`config.mk`:
```
export PLATFORM = sky130hd
export DESIGN_NAME = id_ex_stage_flat
export DESIGN_NICKNAME = d
export VERILOG_FILES = /design/src/rtl/id_ex_stage_if.sv /design/src/rtl/id_ex_stage.sv /design/src/flat_wrapper.sv
export SDC_FILE = /design/constraint.sdc
export NUM_CORES = 1
export LEC_CHECK = 0
export ABC_CLOCK_PERIOD_IN_PS = 2700
export CAP_MARGIN = 30
export CORE_MARGIN = 8
export CORE_UTILIZATION = 23
export CTS_BUF_LIST = sky130_fd_sc_hd__clkbuf_4 sky130_fd_sc_hd__clkbuf_8 sky130_fd_sc_hd__clkbuf_16
export CTS_CLUSTER_SIZE = 28
export DETAILED_ROUTE_END_ITERATION = 6
export PLACE_DENSITY_LB_ADDON = 0.3
export SYNTH_ARGS = -nofsm -noshare
export SYNTH_HDL_FRONTEND = slang
export SYNTH_SLANG_ARGS = --single-unit
```
`constraint.sdc`:
```
create_clock -name clk -period 2.7 [get_ports clk]
set_input_delay 0.405 -clock clk [delete_from_list [all_inputs] [get_ports clk]]
set_output_delay 0.405 -clock clk [all_outputs]
set_load 0.03 [all_outputs]
```
`src/rtl/id_ex_stage_if.sv`:
```
// Bundles the IF/ID, register-file and ID/EX signals of the decode stage.
// The slave modport is the stage itself; the master side feeds it and consumes its outputs.
interface id_ex_stage_if #(
    parameter int DATA_W  = 32,
    parameter int RADDR_W = 5,
    parameter int CNT_W   = 16
);
    logic               if_id_valid;
    logic [DATA_W-1:0]  if_id_instr;
    logic [DATA_W-1:0]  if_id_pc4;
    logic               flush;
    logic [RADDR_W-1:0] rf_raddr1;
    logic [RADDR_W-1:0] rf_raddr2;
    logic [DATA_W-1:0]  rf_rdata1;
    logic [DATA_W-1:0]  rf_rdata2;
    logic               stall;
    logic               ex_valid;
    logic [DATA_W-1:0]  ex_pc4;
    logic [DATA_W-1:0]  ex_rdata1;
    logic [DATA_W-1:0]  ex_rdata2;
    logic [DATA_W-1:0]  ex_imm;
    logic [RADDR_W-1:0] ex_rs;
    logic [RADDR_W-1:0] ex_rt;
    logic [RADDR_W-1:0] ex_dest;
    logic               ex_reg_write;
    logic               ex_mem_read;
    logic               ex_mem_write;
    logic               ex_mem_to_reg;
    logic               ex_alu_src;
    logic               ex_branch;
    logic [2:0]         ex_alu_op;
    logic               illegal;
    logic [CNT_W-1:0]   stall_count;

    modport master (
        output if_id_valid, if_id_instr, if_id_pc4, flush, rf_rdata1, rf_rdata2,
        input  rf_raddr1, rf_raddr2, stall, ex_valid, ex_pc4, ex_rdata1, ex_rdata2, ex_imm,
               ex_rs, ex_rt, ex_dest, ex_reg_write, ex_mem_read, ex_mem_write,
               ex_mem_to_reg, ex_alu_src, ex_branch, ex_alu_op, illegal, stall_count
    );

    modport slave (
        input  if_id_valid, if_id_instr, if_id_pc4, flush, rf_rdata1, rf_rdata2,
        output rf_raddr1, rf_raddr2, stall, ex_valid, ex_pc4, ex_rdata1, ex_rdata2, ex_imm,
               ex_rs, ex_rt, ex_dest, ex_reg_write, ex_mem_read, ex_mem_write,
               ex_mem_to_reg, ex_alu_src, ex_branch, ex_alu_op, illegal, stall_count
    );
endinterface

```
`src/rtl/id_ex_stage.sv`:
```
// MIPS decode/operand stage: decodes IF/ID, reads the register file, detects
// load-use hazards and loads the ID/EX pipeline register (flush > stall > normal).
module id_ex_stage #(
    parameter int DATA_W  = 32,
    parameter int RADDR_W = 5,
    parameter int CNT_W   = 16
) (
    input logic          clk,
    input logic          rst_n,
    id_ex_stage_if.slave bus
);
    typedef enum logic [2:0] {
        ALU_ADD = 3'd0,
        ALU_SUB = 3'd1,
        ALU_AND = 3'd2,
        ALU_OR  = 3'd3,
        ALU_SLT = 3'd4
    } alu_op_e;

    typedef struct packed {
        logic               valid;
        logic [DATA_W-1:0]  pc4;
        logic [DATA_W-1:0]  rdata1;
        logic [DATA_W-1:0]  rdata2;
        logic [DATA_W-1:0]  imm;
        logic [RADDR_W-1:0] rs;
        logic [RADDR_W-1:0] rt;
        logic [RADDR_W-1:0] dest;
        logic               reg_write;
        logic               mem_read;
        logic               mem_write;
        logic               mem_to_reg;
        logic               alu_src;
        logic               branch;
        alu_op_e            alu_op;
    } ex_reg_t;

    localparam logic [5:0] OP_RTYPE = 6'h00;
    localparam logic [5:0] OP_LW    = 6'h23;
    localparam logic [5:0] OP_SW    = 6'h2B;
    localparam logic [5:0] OP_BEQ   = 6'h04;
    localparam logic [5:0] OP_ADDI  = 6'h08;
    localparam logic [5:0] FN_ADD   = 6'h20;
    localparam logic [5:0] FN_SUB   = 6'h22;
    localparam logic [5:0] FN_AND   = 6'h24;
    localparam logic [5:0] FN_OR    = 6'h25;
    localparam logic [5:0] FN_SLT   = 6'h2A;

    logic [5:0]         w_opcode;
    logic [5:0]         w_funct;
    logic [RADDR_W-1:0] w_rs;
    logic [RADDR_W-1:0] w_rt;
    logic [RADDR_W-1:0] w_rd;
    logic               w_unused_shamt;
    ex_reg_t            w_dec;
    logic               w_supported;
    logic               w_uses_rt;
    logic               w_hazard;
    logic               w_stall;
    ex_reg_t            r_ex;
    logic               r_illegal;
    logic [CNT_W-1:0]   r_stall_count;

    assign w_opcode       = bus.if_id_instr[31:26];
    assign w_funct        = bus.if_id_instr[5:0];
    assign w_rs           = bus.if_id_instr[25:21];
    assign w_rt           = bus.if_id_instr[20:16];
    assign w_rd           = bus.if_id_instr[15:11];
    assign w_unused_shamt = ^bus.if_id_instr[10:6];

    // NOTE: every signal written here gets a default first so no path can infer a latch.
    always_comb begin
        w_dec        = '0;
        w_supported  = 1'b0;
        w_uses_rt    = 1'b0;
        w_dec.valid  = 1'b1;
        w_dec.pc4    = bus.if_id_pc4;
        w_dec.rdata1 = bus.rf_rdata1;
        w_dec.rdata2 = bus.rf_rdata2;
        w_dec.imm    = {{(DATA_W-16){bus.if_id_instr[15]}}, bus.if_id_instr[15:0]};
        w_dec.rs     = w_rs;
        w_dec.rt     = w_rt;
        w_dec.alu_op = ALU_ADD;
        case (w_opcode)
            OP_RTYPE: begin
                w_uses_rt       = 1'b1;
                w_dec.dest      = w_rd;
                w_dec.reg_write = 1'b1;
                w_supported     = 1'b1;
                case (w_funct)
                    FN_ADD:  w_dec.alu_op = ALU_ADD;
                    FN_SUB:  w_dec.alu_op = ALU_SUB;
                    FN_AND:  w_dec.alu_op = ALU_AND;
                    FN_OR:   w_dec.alu_op = ALU_OR;
                    FN_SLT:  w_dec.alu_op = ALU_SLT;
                    default: w_supported  = 1'b0;
                endcase
            end
            OP_LW: begin
                w_dec.dest       = w_rt;
                w_dec.reg_write  = 1'b1;
                w_dec.mem_read   = 1'b1;
                w_dec.mem_to_reg = 1'b1;
                w_dec.alu_src    = 1'b1;
                w_supported      = 1'b1;
            end
            OP_SW: begin
                w_uses_rt       = 1'b1;
                w_dec.mem_write = 1'b1;
                w_dec.alu_src   = 1'b1;
                w_supported     = 1'b1;
            end
            OP_BEQ: begin
                w_uses_rt    = 1'b1;
                w_dec.branch = 1'b1;
                w_dec.alu_op = ALU_SUB;
                w_supported  = 1'b1;
            end
            OP_ADDI: begin
                w_dec.dest      = w_rt;
                w_dec.reg_write = 1'b1;
                w_dec.alu_src   = 1'b1;
                w_supported     = 1'b1;
            end
            default: w_supported = 1'b0;
        endcase
        // $0 is hard-wired, so a write to it is dropped here rather than in WB.
        if (w_dec.dest == '0) w_dec.reg_write = 1'b0;
    end

    assign w_hazard = r_ex.valid && r_ex.mem_read && (r_ex.dest != '0) &&
                      ((r_ex.dest == w_rs) || (w_uses_rt && (r_ex.dest == w_rt)));
    assign w_stall  = bus.if_id_valid && w_hazard && !bus.flush;

    // NOTE: sequential state uses non-blocking assignments so every flop samples pre-edge values.
    always_ff @(posedge clk or negedge rst_n) begin
        if (!rst_n) begin
            r_ex          <= '0;
            r_illegal     <= 1'b0;
            r_stall_count <= '0;
        end else begin
            r_illegal <= 1'b0;
            if (bus.flush || w_stall || !bus.if_id_valid) begin
                r_ex <= '0;
            end else if (w_supported) begin
                r_ex <= w_dec;
            end else begin
                r_ex      <= '0;
                r_illegal <= 1'b1;
            end
            if (w_stall && (r_stall_count != '1)) r_stall_count <= r_stall_count + CNT_W'(1);
        end
    end

    assign bus.rf_raddr1     = w_rs;
    assign bus.rf_raddr2     = w_rt;
    assign bus.stall         = w_stall;
    assign bus.ex_valid      = r_ex.valid;
    assign bus.ex_pc4        = r_ex.pc4;
    assign bus.ex_rdata1     = r_ex.rdata1;
    assign bus.ex_rdata2     = r_ex.rdata2;
    assign bus.ex_imm        = r_ex.imm;
    assign bus.ex_rs         = r_ex.rs;
    assign bus.ex_rt         = r_ex.rt;
    assign bus.ex_dest       = r_ex.dest;
    assign bus.ex_reg_write  = r_ex.reg_write;
    assign bus.ex_mem_read   = r_ex.mem_read;
    assign bus.ex_mem_write  = r_ex.mem_write;
    assign bus.ex_mem_to_reg = r_ex.mem_to_reg;
    assign bus.ex_alu_src    = r_ex.alu_src;
    assign bus.ex_branch     = r_ex.branch;
    assign bus.ex_alu_op     = r_ex.alu_op;
    assign bus.illegal       = r_illegal;
    assign bus.stall_count   = r_stall_count;
endmodule

```
`src/flat_wrapper.sv`:
```
// flat-port wrapper written by rule: the top's interface ports become plain ports
module id_ex_stage_flat 
#(
    parameter int DATA_W  = 32,
    parameter int RADDR_W = 5,
    parameter int CNT_W   = 16
)
  (clk, rst_n, bus_if_id_valid, bus_if_id_instr, bus_if_id_pc4, bus_flush, bus_rf_rdata1, bus_rf_rdata2, bus_rf_raddr1, bus_rf_raddr2, bus_stall, bus_ex_valid, bus_ex_pc4, bus_ex_rdata1, bus_ex_rdata2, bus_ex_imm, bus_ex_rs, bus_ex_rt, bus_ex_dest, bus_ex_reg_write, bus_ex_mem_read, bus_ex_mem_write, bus_ex_mem_to_reg, bus_ex_alu_src, bus_ex_branch, bus_ex_alu_op, bus_illegal, bus_stall_count);
  id_ex_stage_if #(.DATA_W(DATA_W), .RADDR_W(RADDR_W), .CNT_W(CNT_W)) bus_i ();
  input logic clk;
  input logic rst_n;
  input wire logic [$bits(bus_i.if_id_valid)-1:0] bus_if_id_valid;
  input wire logic [$bits(bus_i.if_id_instr)-1:0] bus_if_id_instr;
  input wire logic [$bits(bus_i.if_id_pc4)-1:0] bus_if_id_pc4;
  input wire logic [$bits(bus_i.flush)-1:0] bus_flush;
  input wire logic [$bits(bus_i.rf_rdata1)-1:0] bus_rf_rdata1;
  input wire logic [$bits(bus_i.rf_rdata2)-1:0] bus_rf_rdata2;
  output wire logic [$bits(bus_i.rf_raddr1)-1:0] bus_rf_raddr1;
  output wire logic [$bits(bus_i.rf_raddr2)-1:0] bus_rf_raddr2;
  output wire logic [$bits(bus_i.stall)-1:0] bus_stall;
  output wire logic [$bits(bus_i.ex_valid)-1:0] bus_ex_valid;
  output wire logic [$bits(bus_i.ex_pc4)-1:0] bus_ex_pc4;
  output wire logic [$bits(bus_i.ex_rdata1)-1:0] bus_ex_rdata1;
  output wire logic [$bits(bus_i.ex_rdata2)-1:0] bus_ex_rdata2;
  output wire logic [$bits(bus_i.ex_imm)-1:0] bus_ex_imm;
  output wire logic [$bits(bus_i.ex_rs)-1:0] bus_ex_rs;
  output wire logic [$bits(bus_i.ex_rt)-1:0] bus_ex_rt;
  output wire logic [$bits(bus_i.ex_dest)-1:0] bus_ex_dest;
  output wire logic [$bits(bus_i.ex_reg_write)-1:0] bus_ex_reg_write;
  output wire logic [$bits(bus_i.ex_mem_read)-1:0] bus_ex_mem_read;
  output wire logic [$bits(bus_i.ex_mem_write)-1:0] bus_ex_mem_write;
  output wire logic [$bits(bus_i.ex_mem_to_reg)-1:0] bus_ex_mem_to_reg;
  output wire logic [$bits(bus_i.ex_alu_src)-1:0] bus_ex_alu_src;
  output wire logic [$bits(bus_i.ex_branch)-1:0] bus_ex_branch;
  output wire logic [$bits(bus_i.ex_alu_op)-1:0] bus_ex_alu_op;
  output wire logic [$bits(bus_i.illegal)-1:0] bus_illegal;
  output wire logic [$bits(bus_i.stall_count)-1:0] bus_stall_count;
  assign bus_i.if_id_valid = bus_if_id_valid;
  assign bus_i.if_id_instr = bus_if_id_instr;
  assign bus_i.if_id_pc4 = bus_if_id_pc4;
  assign bus_i.flush = bus_flush;
  assign bus_i.rf_rdata1 = bus_rf_rdata1;
  assign bus_i.rf_rdata2 = bus_rf_rdata2;
  assign bus_rf_raddr1 = bus_i.rf_raddr1;
  assign bus_rf_raddr2 = bus_i.rf_raddr2;
  assign bus_stall = bus_i.stall;
  assign bus_ex_valid = bus_i.ex_valid;
  assign bus_ex_pc4 = bus_i.ex_pc4;
  assign bus_ex_rdata1 = bus_i.ex_rdata1;
  assign bus_ex_rdata2 = bus_i.ex_rdata2;
  assign bus_ex_imm = bus_i.ex_imm;
  assign bus_ex_rs = bus_i.ex_rs;
  assign bus_ex_rt = bus_i.ex_rt;
  assign bus_ex_dest = bus_i.ex_dest;
  assign bus_ex_reg_write = bus_i.ex_reg_write;
  assign bus_ex_mem_read = bus_i.ex_mem_read;
  assign bus_ex_mem_write = bus_i.ex_mem_write;
  assign bus_ex_mem_to_reg = bus_i.ex_mem_to_reg;
  assign bus_ex_alu_src = bus_i.ex_alu_src;
  assign bus_ex_branch = bus_i.ex_branch;
  assign bus_ex_alu_op = bus_i.ex_alu_op;
  assign bus_illegal = bus_i.illegal;
  assign bus_stall_count = bus_i.stall_count;
  id_ex_stage #(.DATA_W(DATA_W), .RADDR_W(RADDR_W), .CNT_W(CNT_W)) u_core (.clk(clk), .rst_n(rst_n), .bus(bus_i));
endmodule
```
==> flow_summary.yaml, run 1 <==
routing:
  vias: 4685
  via_per_inst: 4.15
  post_drt_wl_per_cell_um: 18.3
  drt-initial-drc-count: 227
  drc: 0
  final_antenna_net_count: 0
  routed_wl_um: 20700
  dr.pass1.iters: 4
timing:
  fin_skew_ns: 0.0173
  setup-tns-final_ns: 0
  timing.slew.headroom_pct: 55.5
  final.period_utilization_pct: 96.4
  fmax_mhz: 384
  holdWs_ns: -0.0286
  hold_viol: 11
  finalSetupViolCount: 0
  drv_slew: 0
  rsz0062_at_grt: "no"
  tightest_slew_ns: 0.668
  period_needed_ns: 2.60
pwr:
  peakVddDrop_uv: 304
  p_per_area_mw_per_mm2: 524
  p_total_mw: 5.28
  p_leak_nw: 4.89
critical_path:
  worst_ep_arrival_time_ns: 2.20
  reg2reg_from: "u_core.bus.ex_dest[1]"
  worstReg2RegEnd: "u_core.bus.ex_rdata2[28]"
  regToRegSetupSlack_ns: 0.16
  critical_path_class: "reg -> out"
  startpoint_type: "flip-flop"
  cp-end-kind: "output pin"
  cp_max_fo: 2
  ff2ff_path_depth: 7
  worstPathRequired_ns: 2.30
run:
  maxCapViolations: 0
floorplan:
  std_cell_rows: 59
  ios: 313
  die_area_sq_mm: 0.0312
  start_util_pct: 23.1
  core-area_sq_mm: 0.0257
  dieHeight_um: 177
  die_x_um: 177
clocking:
  clkTransAtPathRegs_ns: 0.07
  cts_root_buf: "clkbuf_16"
  numClockSinks: 153
  htree_levels: 4
  clock_path_buffers: 2
  clkLatencyLatePin_ns: 0.42
  tritoncts: "done"
  ctsHoldBuffers: 0
  cts_buffers: 17
yosys:
  synthFlopType: "dfrtp_1"
  synth_cell_type_count: 51
  synthXorXnorAreaFrac_pct: 3.39
  synth_top_area_share_pct: 64.4
  synthAdderAreaFrac_pct: 0.211
  synthMuxAreaShare_pct: 0.421
  synth_cells: 470
  ys_ff_latch: 153
  synth_nets: 603
  synth_area_leaders: "dfrtp_1, and3_1, buf_4, xor2_1, xnor2_1"
  ys_seq_area_share_pct: 64.4
  syn_avg_cell_area_sq_um: 12.6
  ys_async_sr_fraction_pct: 100
  synth_compound_area_share_pct: 2.84
  synth_top_family_by_area: "simple AND/OR/NAND/NOR gates"
  synth_edf_count: 0
  synth_top_cell_by_area: "dfrtp_1"
  yosysWarnings: 0
  syn_area_sq_mm: 0.00594
  yosys.area_share.simple_pct: 21.8
run_status:
  violations: "hold timing"
  outcome: "complete, but fails checks"
cells_and_area:
  fin_util_pct: 39.2
  fin_nets: 913
  seq_area_sq_mm: 0.00383
  areaGrowthSynthToFinish_pct: 69.4
  drive_gt1_share_pct: 11.5
  final_cell_mix: "clkdlybuf4s50_1, dfrtp_1, and3_1"
  layout_commonest_cell: "clkdlybuf4s50_1"
  final_cells: 1130
  multiInputGateArea_sq_mm: 0.00173
  nFillCells: 2498
global_route:
  grt_pass1_wl_um: 30800
  grt_max_degree: 72
  grtUsageTotal_pct: 13.0
  gr-total-overflow: 0
  antenna_found_initial: 3
  grt_pass1_vias: 5093
min_path:
  hold_path.class: "in -> async"
placement:
  portBuffers: 312
  dp_cells: 1095
  dp_hpwl_um: 15600
  gp_congestion: 0.762
[power by group]
group | switching [mW] | internal, mW | leakage, nW | total [mW]
registers | 0.00786 | 2.32 | 2.11 | 2.32
logic | 0.271 | 0.289 | 2.50 | 0.559
clock network | 1.08 | 1.31 | 0.277 | 2.39
total | 1.36 | 3.91 | 4.89 | 5.28
[logic make-up (layout without fill, tap and decap cells)]
kind of cell,count (synthesis),count (layout)
muxes,2,2
xor gates and xnor gates,23,23
other,0,2
and+or+nand+nor,207,207
buffers and inverters,64,387
DFF,153,153
adders and majority gates,1,1
AOI/OAI and AO/OA,20,20
[layer usage]
layer	GRT usage [%]	vias up	part of all wire (%)
met5	0	-	0.13
met4	3.43	4	0.74
met3	5.44	16	8.8
met2	21.4	179	49
met1	15.3	2260	42
li1	-	2226	-
[stage by stage]
| stage | area, sq um | hold slack [ns] | worst slack [ns] |
|---|---|---|---|
| after floorplan | 5940 | 0.109 | 0.105 |
| after global placement | 9440 | 0.458 | -0.284 |
| after detailed placement | 9440 | 0.467 | -0.260 |
| after CTS | 10000 | 0.00581 | 0.00369 |
| after global routing | 10100 | 0.0136 | 0.0395 |
| final | 10100 | -0.0286 | 0.0981 |
[repair_timing]
item	in CTS	in global routing
resized for setup	0	7
pin swaps	0	3
setup endpoints to repair	1	1
buffers inserted	1	0
[critical path, cell delays in order, from the launching register on]
cell and delay (ns):
dfrtp_1 0.37, or4_4 0.54, o211ai_4 0.25, nor4b_2 0.09
buf_4 0.17, nor2b_4 0.13, nor2_2 0.05, buf_4 0.18
[area by class of cell]
| type | instances | share of cell area, % |
|---|---|---|
| flip-flops and latches | 153 | 38.0 |
| inverters | 8 | 0.298 |
| clock buffers | 17 | 4.23 |
| clock inverters | 15 | 1.60 |
| diodes | 2 | 0.0497 |
| well taps | 335 | 4.16 |
| repair buffers | 347 | 34.4 |
| multi-input cells | 253 | 17.2 |
[worst max-delay path by stage]
stage | start | end | cells past startpoint
6_report | u_core.bus.ex_dest[1] | bus_stall | 7
5_1_grt | u_core.bus.ex_dest[1] | bus_stall | 7
4_1_cts | bus_if_id_instr[27] | bus_stall | 8
3_5_place_dp | bus_if_id_instr[31] | u_core.bus.ex_rdata2[28] | 8
3_3_place_gp | bus_if_id_instr[31] | u_core.bus.ex_rdata2[28] | 8
2_1_floorplan | u_core.bus.ex_dest[1] | bus_stall | 7
[synth_stat cells (2+ instances only)]
cell	n
a21oi_1	2
nand3_1	9
nor2_1	17
o21ai_0	4
nor4_2	2
dfrtp_1	153
and3_2	8
buf_4	28
xor2_1	13
xnor2_1	10
buf_2	3
nor4_1	3
nand4_1	6
inv_1	8
buf_6	6
or4_1	4
nor3_1	10
clkbuf_1	17
nand2b_1	3
and3_1	120
nand2_1	11
a22o_1	4
[sequential cells by signal, summed over array words and instances (netlist names)]
register,cells
u_core.bus.ex_rdata2,32
u_core.bus.ex_mem_read,1
u_core.bus.ex_rdata1,32
u_core.bus.ex_rt,5
u_core.bus.illegal,1
u_core.bus.ex_alu_op,3
u_core.bus.ex_reg_write,1
u_core.bus.ex_rs,5
u_core.bus.stall_count,16
u_core.bus.ex_dest,5
u_core.bus.ex_imm,16
u_core.bus.ex_valid,1
u_core.bus.ex_pc4,32
u_core.bus.ex_alu_src,1
u_core.bus.ex_mem_write,1
u_core.bus.ex_branch,1
Power figures use the tool's default switching activity.
==> inputs of run 2 (changes only) <==
--- a/config.mk
+++ b/config.mk
@@ -8,3 +8,2 @@
 export ABC_CLOCK_PERIOD_IN_PS = 2700
-export CAP_MARGIN = 30
 export CORE_MARGIN = 8
==> constraint.sdc (replaced) <==
create_clock -name clk -period 2.7 [get_ports clk]
set_input_delay 0.54 -clock clk [delete_from_list [all_inputs] [get_ports clk]]
set_output_delay 0.54 -clock clk [all_outputs]
set_load 0.03 [all_outputs]
==> run 2 against run 1 <==
Against the previous run:
- sequential power about the same
- clock power is 11% higher
- power grew 5.4%
- register-to-register slack improved by 0.05 ns
- global-route usage up 0.17 points
- worst hold slack gained 0.10 ns
- clock-buffer cell count grew 1
- the flow finishes with violations (setup timing)
- final cell count up 1.8%
- core utilization grew 1.1 points
- setup slack lost 0.12 ns
- non-clock buffer count grew 21
==> flow_summary.yaml, run 2 (synthesis gave the netlist of run 1 again) <==
timing:
  rsz0062_at_grt: "yes"
  timing.slew.headroom_pct: 63.7
  fin_ws_ns: -0.0173
  period_needed_ns: 2.72
  holdWs_ns: 0.0764
  fmax_mhz: 368
  hold_viol: 0
  final.period_utilization_pct: 101
  finalSetupViolCount: 1
  drv_slew: 0
  fin_skew_ns: 0.0111
  setup-tns-final_ns: -0.0173
  tightest_slew_ns: 0.544
cells_and_area:
  nFillCells: 2491
  final_cell_mix: "clkdlybuf4s50_1, dfrtp_1, and3_1"
  design_area_sq_mm: 0.0104
  layout_commonest_cell: "clkdlybuf4s50_1"
  areaGrowthSynthToFinish_pct: 74.4
  drive_gt1_share_pct: 14.3
  multiInputGateArea_sq_mm: 0.00176
  fin_nets: 934
  final_cells: 1150
  seq_area_sq_mm: 0.00383
clocking:
  tritoncts: "done"
  clkTransAtPathRegs_ns: 0.06
  cts_buffers: 17
  cts_root_buf: "clkbuf_16"
  clock_path_buffers: 2
  clkLatencyLatePin_ns: 0.42
  htree_levels: 4
  numClockSinks: 153
routing:
  wl_met2_um: 10400
  drc: 0
  dr.max_layer_used: "met5"
  via_per_inst: 4.07
  met3WireLength_um: 1570
  drt-initial-drc-count: 193
  final_antenna_net_count: 0
  vias: 4683
  m1WireLength_um: 8500
  dr.pass1.iters: 4
  routed_wl_um: 20800
  post_drt_wl_per_cell_um: 18.1
critical_path:
  worstReg2RegEnd: "u_core.bus.ex_alu_op[1]"
  critPathMaxStageDelay_ns: 0.56
  cp_max_fo: 3
  startpoint_type: "primary input"
  crit_path_cell_trace: "clkdlybuf4s50_1 -> xor2_1 -> or4_4 -> nor2b_4 -> nor2_2 -> buf_6"
  cp-end-kind: "output pin"
  critical_path_class: "in -> out"
  cp_top_family: "simple AND/OR/NAND/NOR gates"
  ff2ff_path_depth: 10
  critPathBufInv: 2
  slowest_stage: "clkdlybuf4s50_1"
  worst_ep_arrival_time_ns: 2.18
  startpoint: "bus_if_id_instr[24]"
  worstPathRequired_ns: 2.16
  regToRegSetupSlack_ns: 0.21
  reg2reg_from: "u_core.bus.ex_dest[4]"
floorplan:
  ios: 313
  std_cell_rows: 59
  dieHeight_um: 177
  core-area_sq_mm: 0.0257
  start_util_pct: 23.1
  die_x_um: 177
  die_area_sq_mm: 0.0312
global_route:
  grt_pass1_vias: 5085
  grt_max_degree: 54
  grt_pass1_wl_um: 31200
  gr-total-overflow: 0
  grtUsageTotal_pct: 13.1
  antenna_found_initial: 2
placement:
  place_area_sq_mm: 0.00962
  dp_hpwl_um: 16100
  dp_cells: 1112
  gp_congestion: 0.730
  portBuffers: 312
pwr:
  p_per_area_mw_per_mm2: 537
  peakVddDrop_uv: 339
  p_leak_nw: 5.06
min_path:
  hold_path.class: "in -> async"
run:
  maxCapViolations: 0
run_status:
  outcome: "complete, but fails checks"
  violations: "setup timing"
==> run 2: cell count changes in the layout (fill, tap and decap cells not counted), moves of 4 or more <==
cell	previous run	this run
buf_4	30	43
dlygate4sd2_1	0	7
buf_6	1	6
bufinv_16	1	5
clkdlybuf4s50_1	307	303
inv_8	4	0
==> run 2: cell type report <==
type,count,area share (%)
Tap cell,335,4.05
Inverter,8,0.290
Antenna cell,1,0.0242
Clock inverter,14,2.11
Sequential cell,153,37.0
Multi-Input combinational cell,253,17.0
Clock buffer,18,4.18
Timing Repair Buffer,368,35.4
==> run 2: where the power goes <==
part           switching [mW]  total, mW  leakage (nW)  internal (mW)
sequential            0.00832       2.33          2.11           2.32
combinational           0.276      0.588          2.63          0.311
clock                   0.990       2.65         0.315           1.66
==> run 2: worst max path at each step <==
| stage | endpoint | depth (start not counted) |
|---|---|---|
| after floorplan | bus_stall | 7 |
| after global placement | u_core.bus.stall_count[14] | 8 |
| after detailed placement | u_core.bus.stall_count[14] | 10 |
| after CTS | bus_stall | 8 |
| after global routing | bus_stall | 7 |
| final | bus_stall | 6 |
==> run 2: worst register-to-register path: cells and delay by family (launching register included) <==
| kind | cells | cell delay, ns |
|---|---|---|
| and+or+nand+nor | 5 | 1.23 |
| DFF | 1 | 0.38 |
| AOI/OAI and AO/OA | 1 | 0.21 |
| buffers and inverters | 4 | 0.57 |
==> run 2: routing by layer <==
metal | up-vias | GRT usage [%]
met2 | 150 | 22.5
met5 | - | 0
met4 | 2 | 3.85
met1 | 2250 | 15.1
li1 | 2268 | -
met3 | 13 | 4.78
==> run 2: what timing repair did <==
| action | 4_1_cts | 5_1_grt |
|---|---|---|
| hold endpoints to repair | 0 | 0 |
| buffers inserted | 4 | 2 |
| pin swaps | 6 | 6 |
| cloned | 0 | 0 |
| hold buffers | 0 | 0 |
| gates resized for setup | 12 | 8 |
| setup endpoints to repair | 1 | 127 |
==> run 2: metrics by stage <==
step	setup slack [ns]	total power [mW]	util [%]
after global placement	-0.231	2.96	37.4
after CTS	-0.0617	5.66	40.2
after global routing	-0.0958	5.80	40.3
after detailed placement	-0.233	2.96	37.4
final	-0.0173	5.56	40.3
after floorplan	0.103	2.56	-
==> inputs of run 3 (changes only) <==
REMOVE_ABC_BUFFERS = 1   (was default)
==> run 3 against run 2 <==
Against the previous run:
- the flow now finishes without violations
- routed wire length increased by 0.88%
- via count increased by 3.4%
- core utilization decreased by 0.46 points
- sequential power about the same
- sequential cell count unchanged
- setup slack improved by 0.083 ns
- critical endpoint unchanged
- highest routed layer is now met4
==> flow_summary.yaml, run 3 (synthesis gave the netlist of run 1 again) <==
global_route:
  grtUsageTotal_pct: 12.7
  antenna_found_initial: 0
  grt_max_degree: 68
  gr-total-overflow: 0
  grt_pass1_wl_um: 30600
  grt_pass1_vias: 5078
critical_path:
  regToRegSetupSlack_ns: 0.33
  crit_path_cell_trace: "or4_4 -> o211ai_4 -> or4_4 -> nor2b_4 -> nor2_1 -> buf_4"
  critPathMaxStageDelay_ns: 0.55
  path_common_cell: "or4_4"
  worst_ep_arrival_time_ns: 2.09
  cp-end-kind: "output pin"
  worstPathRequired_ns: 2.16
  critical_path_class: "reg -> out"
  cp_max_fo: 2
  startpoint_type: "flip-flop"
  slowest_stage: "or4_4"
clocking:
  ctsHoldBuffers: 0
  clock_path_buffers: 2
  cts_buffers: 17
  numClockSinks: 153
  clkLatencyLatePin_ns: 0.42
  htree_levels: 4
  cts_root_buf: "clkbuf_16"
  tritoncts: "done"
  clkTransAtPathRegs_ns: 0.07
floorplan:
  start_util_pct: 23.1
  core-area_sq_mm: 0.0257
  dieHeight_um: 177
  die_area_sq_mm: 0.0312
  std_cell_rows: 59
  ios: 313
  die_x_um: 177
cells_and_area:
  final_cell_mix: "clkdlybuf4s50_1, dfrtp_1, and3_1"
  layout_commonest_cell: "clkdlybuf4s50_1"
  design_area_sq_mm: 0.0102
  nFillCells: 2518
  fin_util_pct: 39.9
  fin_nets: 928
  drive_gt1_share_pct: 13.6
  areaGrowthSynthToFinish_pct: 72.4
  antenna_cells: 0
run:
  maxCapViolations: 0
min_path:
  hold_path.class: "in -> async"
timing:
  period_needed_ns: 2.63
  hold_viol: 0
  fin_skew_ns: 0.0162
  fmax_mhz: 380
  final.period_utilization_pct: 97.6
  finalSetupViolCount: 0
  rsz0062_at_grt: "yes"
  drv_slew: 0
  timing.slew.headroom_pct: 67.4
  tightest_slew_ns: 0.489
  fin_ws_ns: 0.0653
routing:
  drt-initial-drc-count: 222
  drc: 0
  post_drt_wl_per_cell_um: 18.3
  via_per_inst: 4.23
  final_antenna_net_count: 0
  routed_wl_um: 21000
  vias: 4840
  dr.pass1.iters: 4
placement:
  dpl_worst_slack_ns: -0.244
  dp_hpwl_um: 15700
  gp_congestion: 0.749
  place_area_sq_mm: 0.00945
  portBuffers: 312
pwr:
  p_per_area_mw_per_mm2: 527
  peakVddDrop_uv: 316
  p_leak_nw: 5.01
  p_total_mw: 5.39
run_status:
  outcome: "finished, final reports clean"
[run 3: changes by cell type in the layout (fill, tap and decap cells not counted), moves of 2 or more]
cell,delta
buf_4,-2
buf_6,-2
buf_12,-3
clkinv_2,-2
inv_6,+2
inv_8,+4
bufinv_16,-3
[run 3: worst max-delay path: cells and delay by family (launching register included)]
family,cells,cell delay (ns)
and+or+nand+nor,4,0.90
AOI/OAI and AO/OA,1,0.21
DFF,1,0.38
buffers and inverters,1,0.18
[run 3: power breakdown]
part           internal (mW)  switching [mW]  total [mW]
logic                  0.300           0.272       0.573
clock network           1.42            1.08        2.50
registers               2.32         0.00836        2.32
[run 3: final cells by class]
| cell class | instances | area, sq um | share of cell area (%) |
|---|---|---|---|
| clock inverter | 14 | 173 | 1.69 |
| clock buffer | 18 | 433 | 4.23 |
| tap | 335 | 419 | 4.09 |
| multi-input combinational | 253 | 1760 | 17.2 |
| inverter | 8 | 30.0 | 0.293 |
| timing repair buffer | 362 | 3600 | 35.1 |
| sequential | 153 | 3830 | 37.4 |
[run 3: timing repair]
action                                  in CTS  in global routing
gates resized for setup                     15                  4
endpoints found under the setup margin       1                112
gates cloned                                 0                  1
pin swaps                                    8                  3
buffers inserted                             9                  4
[run 3: final timing paths]
check | from | endpoint | cells after the start
worst max register to register | u_core.bus.ex_dest[2] | u_core.bus.stall_count[14] | 9
max in group asynchronous | rst_n | u_core.bus.stall_count[2] | 2
worst min-delay path | rst_n | u_core.bus.ex_pc4[10] | 1
worst min register to register | u_core.bus.stall_count[4] | u_core.bus.stall_count[4] | 1
min in group clk | u_core.bus.stall_count[4] | u_core.bus.stall_count[4] | 1
worst max-delay path | u_core.bus.ex_dest[3] | bus_stall | 6
[run 3: layer usage]
layer / vias up / GRT usage (%) / share of wire [%]
met2: 204 / 21.4 / 49
met4: 0 / 4.76 / 1.8
met1: 2361 / 14.6 / 41
met3: 18 / 4.72 / 8.8
met5: - / 0 / 0
li1: 2257 / - / -
[run 3: stage by stage]
stage,hold slack [ns],instances,TNS [ns]
after global placement,0.495,1099,-8.56
final,0.0587,1143,0
after detailed placement,0.508,1099,-9.44
after CTS,0.0606,1138,0
after floorplan,0.244,414,-100.38
after global routing,0.0754,1143,-0.00998
